--- config.mk ---
export PLATFORM = sky130hd
export DESIGN_NAME = dwrr_queues
export DESIGN_NICKNAME = d
export VERILOG_FILES = /design/src/rtl/dwrr_pkg.sv /design/src/rtl/dwrr_queues_pkt_fifo.sv /design/src/rtl/dwrr_queues.sv
export SDC_FILE = /design/constraint.sdc
export NUM_CORES = 1
export LEC_CHECK = 0
export CAP_MARGIN = 20
export CELL_PAD_IN_SITES_DETAIL_PLACEMENT = 1
export CELL_PAD_IN_SITES_GLOBAL_PLACEMENT = 1
export CORE_AREA = 2 2 274 276
export CTS_CLUSTER_SIZE = 28
export DETAILED_ROUTE_END_ITERATION = 6
export DIE_AREA = 0 0 276 278
export PLACE_DENSITY = 0.82
export SETUP_SLACK_MARGIN = 0.5
export SKIP_LAST_GASP = 1
export SLEW_MARGIN = 20
export SYNTH_ARGS = -nofsm -noshare
export SYNTH_HDL_FRONTEND = slang
export SYNTH_HIERARCHICAL = 1
export SYNTH_SLANG_ARGS = --single-unit
--- constraint.sdc ---
create_clock -name clk -period 8.8 [get_ports clk]
set_clock_uncertainty 0.1 [all_clocks]
set_input_delay 1.76 -clock clk [delete_from_list [all_inputs] [get_ports clk]]
set_output_delay 1.76 -clock clk [all_outputs]
set_load 0.01 [all_outputs]
--- src/rtl/dwrr_pkg.sv ---
// Shared constants and types for the DWRR queue bank (default sizes and derived widths).
package dwrr_pkg;

    localparam int NUM_REQS_DEF = 4;
    localparam int DEPTH_DEF    = 8;
    localparam int DWID_DEF     = 32;

    localparam int IDWID_DEF  = $clog2(NUM_REQS_DEF);
    localparam int PTRWID_DEF = $clog2(DEPTH_DEF);
    localparam int CNTWID_DEF = $clog2(DEPTH_DEF + 1);

    typedef logic [IDWID_DEF-1:0] flow_id_t;

endpackage

--- src/rtl/dwrr_queues_pkt_fifo.sv ---
// Single-queue packet FIFO; head word is presented combinationally on rd_data.
module pkt_fifo #(
    parameter int DEPTH  = 8,
    parameter int DWID   = 32,
    parameter int PTRWID = $clog2(DEPTH),
    parameter int CNTWID = $clog2(DEPTH + 1)
) (
    input  logic              clk,
    input  logic              rst,
    input  logic              wr_en,
    input  logic [DWID-1:0]   wr_data,
    input  logic              rd_en,
    output logic [DWID-1:0]   rd_data,
    output logic [CNTWID-1:0] count,
    output logic              full,
    output logic              empty
);

    logic [DWID-1:0]   mem_q [DEPTH];
    logic [PTRWID-1:0] wptr_q, wptr_d;
    logic [PTRWID-1:0] rptr_q, rptr_d;
    logic [CNTWID-1:0] count_q, count_d;
    logic              do_wr, do_rd;

    assign full    = (count_q == CNTWID'(DEPTH));
    assign empty   = (count_q == '0);
    assign count   = count_q;
    assign rd_data = mem_q[rptr_q];

    // Fullness/emptiness come from current state: a same-cycle pop never frees space,
    // and a same-cycle push never satisfies a pop.
    assign do_wr = wr_en & ~full;
    assign do_rd = rd_en & ~empty;

    always_comb begin
        wptr_d  = wptr_q;
        rptr_d  = rptr_q;
        count_d = count_q;
        if (do_wr) begin
            wptr_d = wptr_q + PTRWID'(1);
        end
        if (do_rd) begin
            rptr_d = rptr_q + PTRWID'(1);
        end
        case ({do_wr, do_rd})
            2'b10:   count_d = count_q + CNTWID'(1);
            2'b01:   count_d = count_q - CNTWID'(1);
            default: count_d = count_q;
        endcase
    end

    always_ff @(posedge clk) begin
        if (!rst) begin
            wptr_q  <= '0;
            rptr_q  <= '0;
            count_q <= '0;
        end else begin
            wptr_q  <= wptr_d;
            rptr_q  <= rptr_d;
            count_q <= count_d;
        end
    end

    always_ff @(posedge clk) begin
        if (do_wr) begin
            mem_q[wptr_q] <= wr_data;
        end
    end

endmodule

--- src/rtl/dwrr_queues.sv ---
// Per-requestor packet queue bank feeding the DWRR arbiter.
// Optional QUEUE_OCC_EN exposes the packed per-queue occupancy on port occ.
module dwrr_queues
    import dwrr_pkg::*;
#(
    parameter int NUM_REQS = NUM_REQS_DEF,
    parameter int DEPTH    = DEPTH_DEF,
    parameter int DWID     = DWID_DEF,
    parameter int IDWID    = $clog2(NUM_REQS),
    parameter int PTRWID   = $clog2(DEPTH),
    parameter int CNTWID   = $clog2(DEPTH + 1)
) (
    input  logic                       clk,
    input  logic                       rst,
    input  logic                       in_valid,
    input  logic [IDWID-1:0]           in_id,
    input  logic [DWID-1:0]            in_data,
    output logic                       in_ready,
    input  logic [NUM_REQS-1:0]        gnt,
    output logic [NUM_REQS-1:0]        reqs,
    output logic                       out_valid,
    output logic [IDWID-1:0]           out_id,
    output logic [DWID-1:0]            out_data,
`ifdef QUEUE_OCC_EN
    output logic [NUM_REQS*CNTWID-1:0] occ,
`endif
    output logic                       err
);

    logic [NUM_REQS-1:0] full, empty, wr_en, rd_en, gnt_sel;
    logic [DWID-1:0]     rd_data [NUM_REQS];
    logic [CNTWID-1:0]   cnt     [NUM_REQS];
    logic                id_ok;
    logic                multi_gnt, empty_gnt;

    logic                out_valid_q, out_valid_d;
    logic [IDWID-1:0]    out_id_q, out_id_d;
    logic [DWID-1:0]     out_data_q, out_data_d;
    logic                err_q, err_d;

    generate
        if ((2 ** IDWID) > NUM_REQS) begin : g_id_chk
            assign id_ok = (in_id < IDWID'(NUM_REQS));
        end else begin : g_id_all
            assign id_ok = 1'b1;
        end
    endgenerate

    assign in_ready = id_ok & (cnt[in_id] != CNTWID'(DEPTH));

    always_comb begin
        wr_en = '0;
        for (int unsigned i = 0; i < NUM_REQS; i++) begin
            wr_en[i] = in_valid & id_ok & ~full[i] & (in_id == IDWID'(i));
        end
    end

    // Isolate the lowest set grant bit so a malformed grant still pops one queue.
    assign gnt_sel   = gnt & (~gnt + NUM_REQS'(1));
    assign rd_en     = gnt_sel & ~empty;
    assign multi_gnt = |(gnt & (gnt - NUM_REQS'(1)));
    assign empty_gnt = |(gnt_sel & empty);

    generate
        for (genvar g = 0; g < NUM_REQS; g++) begin : g_q
            pkt_fifo #(
                .DEPTH  (DEPTH),
                .DWID   (DWID),
                .PTRWID (PTRWID),
                .CNTWID (CNTWID)
            ) u_fifo (
                .clk     (clk),
                .rst     (rst),
                .wr_en   (wr_en[g]),
                .wr_data (in_data),
                .rd_en   (rd_en[g]),
                .rd_data (rd_data[g]),
                .count   (cnt[g]),
                .full    (full[g]),
                .empty   (empty[g])
            );
`ifdef QUEUE_OCC_EN
            assign occ[g*CNTWID +: CNTWID] = cnt[g];
`endif
        end
    endgenerate

    assign reqs = ~empty;

    always_comb begin
        out_valid_d = |rd_en;
        out_id_d    = out_id_q;
        out_data_d  = out_data_q;
        for (int unsigned i = 0; i < NUM_REQS; i++) begin
            if (rd_en[i]) begin
                out_id_d   = IDWID'(i);
                out_data_d = rd_data[i];
            end
        end
        err_d = err_q | empty_gnt | multi_gnt | (in_valid & ~id_ok);
    end

    always_ff @(posedge clk) begin
        if (!rst) begin
            out_valid_q <= 1'b0;
            out_id_q    <= '0;
            out_data_q  <= '0;
            err_q       <= 1'b0;
        end else begin
            out_valid_q <= out_valid_d;
            out_id_q    <= out_id_d;
            out_data_q  <= out_data_d;
            err_q       <= err_d;
        end
    end

    assign out_valid = out_valid_q;
    assign out_id    = out_id_q;
    assign out_data  = out_data_q;
    assign err       = err_q;

endmodule

==> impl_metrics.ini <==
[status]
violations = DRC
status = finished, violations left

[global_routing]
grt_pass1_vias = 23300
grt_max_degree = 82
overflow = 0
grtUsageTotal = 0.299
grt_pass1_wl_um = 165000
grt_antenna_before_repair = 0

[cts]
cts_resized = 0
tritoncts = built
clk_pin_slew_ps = 60
clock_latency_ps = 690
cts_hold_buf = 0
h-tree-depth = 3
cts_setup_buffers = 0
cts_sinks = 1112
cts_buffer_depth = 3
cts-root-buf = clkbuf_16
cts_buffers = 110

[timing]
slew_violations = 0
fin_crit_ps = 5340
tightest_slew_ps = 1200
setup_violations = 0
rsz0062_at_grt = no
fmax_mhz = 187
hold_viol_final = 0
fin_hold_ws_ps = 374
final.setup.tns_ps = 0
slew_headroom = 0.200
fin_crit_sh = 0.607

[die]
die_w_um = 276
die-area_um2 = 76700
initial_core_util = 0.585
die_y_um = 278
num_rows = 100
pin_count = 82
core_um2 = 73800

[yosys]
ys_ff_latch = 1112
syn_inst = 2011
syn-cell-area_um2 = 43200
ys_warn_count = 6
synth_cell_types = 45
synth_nets = 2072
ys_seq_area_frac = 0.752
post_synth.cell_area_avg_um2 = 21.5
synthArstFlopShare = 0
synth_edf_count = 1024
synth_ff_type = edfxtp_1

[routing]
firstDrtPassIters = 7
drc = 10
drt_iter0_markers = 3099
routedWlPerCell_um = 37.9
wl_um = 122000
ant_nets = 0
vias = 22400
avgViaCountPerCell = 6.97

[power_and_ir_drop]
leakagePower_nw = 15.1
p_comb_frac = 0.030
netSwitchingFraction = 0.216
p_clk_frac = 0.446
p_seq_frac = 0.524
internal-power_mw = 8.75
powerDensity_nw_per_um2 = 228
ir_drop_mv = 0.169
switchingPower_mw = 2.41

[finish]
fin_util = 0.664
mostFrequentLayoutCells = edfxtp_1, mux4_2, mux2_2
fin_nets = 2208
drive_gt1_frac = 0.322
syn_to_final_growth_pct = 13.4
final_common_cell = edfxtp_1

[critical_path]
critPathMaxStageDelay_ps = 660
crit_family = buffers and inverters
crit_chain = clkdlybuf4s50_1 > nor4b_1 > nand2_1 > nand3_1 > o21ai_0 > clkdlybuf4s50_1
worst-endpoint-arrival_ps = 3480
crit_required_ps = 6940
critPathBufInv = 2
cp_slowest_cell = clkdlybuf4s50_1
path_common_cell = clkdlybuf4s50_1
cp_max_fo = 8
cp-end-kind = output pin
startpoint_type = input pin
crit_type = input pin to output pin

[min_path]
hold_path.class = register to register

[flow_run]
max-cap-violations = 0

[placed_design]
hpwl_um = 57600
io_buffer_count = 81
gp_congestion = 0.785
logic make-up (layout without fill, tap and decap cells):
logic type | after synthesis | count (layout) | synth area share
AO/OA/AOI/OAI | 134 | 134 | 0.0265
XOR/XNOR | 28 | 28 | 0.00567
adder cells (fa/ha/maj) | 20 | 20 | 0.00579
buffers and inverters | 154 | 384 | 0.0174
flip-flops | 1112 | 1112 | 0.752
multiplexers | 400 | 400 | 0.171
other | 0 | 2 | 0
AND/OR/NAND/NOR | 163 | 163 | 0.0217
tightest hold or removal path: stages, from the launching register on:
cell and delay, ps:
dfxtp_1 310, inv_1 60, a211oi_2 50
final cells by class:
cell class	instances	area, µm²
clock buffers	133	2950
fillers	5786	24800
flip-flops and latches	1112	32500
well taps	969	1210
repair buffers	133	1200
inverters	45	169
clock inverters	73	749
diodes	2	5.00
multi-input cells	745	10200
cell usage after synthesis, types with 3 or more instances:
cell type,n,area (µm²)
xnor2_1,16,140
o21ai_0,6,30.0
nor2_1,18,67.6
buf_6,9,101
nor4_1,10,62.6
o22ai_1,32,200
a211oi_1,3,22.5
edfxtp_1,1024,30700
ha_1,20,250
mux4_2,256,5770
a21boi_0,4,30.0
nand2_1,30,113
a21boi_1,4,30.0
mux2_2,132,1490
or4b_4,4,55.1
nor2b_1,8,50.1
or3_1,4,25.0
buf_4,4,30.0
nand2b_1,12,75.1
nand2_4,4,45.0
a21oi_1,9,45.0
buf_1,4,15.0
buf_12,3,60.1
and2_1,25,156
nor4b_1,7,61.3
a211oi_2,29,363
inv_1,45,169
mux2i_1,12,120
buf_2,35,175
nand3_1,16,80.1
a41oi_1,4,35.0
clkbuf_1,54,203
dfxtp_1,88,1760
o221ai_1,32,280
o41a_1,4,45.0
nor3_1,21,105
o41ai_1,4,35.0
xor2_1,12,105
per-stage QoR:
stage	worst slack, ps	cells	power (mW)	area [µm²]
after floorplan	2510	2011	6.08	43200
after global placement	3320	2995	6.25	45200
after detailed placement	3070	2995	6.28	45200
after CTS	3510	3201	11.1	48900
after global routing	3370	3210	11.4	49000
final	3460	3212	11.2	49000
power groups by stage:
| stage | Clock (mW) | Combinational [mW] | Sequential, mW |
|---|---|---|---|
| floorplan | 0 | 0.129 | 5.95 |
| global placement | 0 | 0.298 | 5.96 |
| detailed placement | 0 | 0.318 | 5.96 |
| CTS | 4.91 | 0.328 | 5.85 |
| global route | 5.16 | 0.345 | 5.85 |
| finish | 4.98 | 0.333 | 5.85 |
path summary, 6_finish.rpt:
kind                                        startpoint                      to  slack [ps]  cells past startpoint
worst min-delay path                      out_data[26]            out_data[26]         370                      2
worst max register to register  g_q[0].u_fifo/count[1]  g_q[0].u_fifo/count[2]        4910                     13
worst min register to register            out_data[26]            out_data[26]         370                      2
worst max-delay path                          in_id[1]                in_ready        3460                      6
per-layer routing:
metal / GRT usage / vias to the layer above / wire, µm
met5: 0 / - / 105
met4: 0.107 / 2 / 4950
met3: 0.0600 / 289 / 12300
met2: 0.486 / 1675 / 59800
met1: 0.410 / 11800 / 44400
li1: - / 8641 / -
state kept, by name, summed over array words and instances, names as in the netlist, named ones only:
register and count:
g_q.u_fifo/mem_q 1024, out_data 32, g_q.u_fifo/count 16, g_q.u_fifo/rptr_q 12
g_q.u_fifo/wptr_q 12, out_id 2, err 1, out_valid 1
No activity file was read; power rests on OpenSTA's default activity.
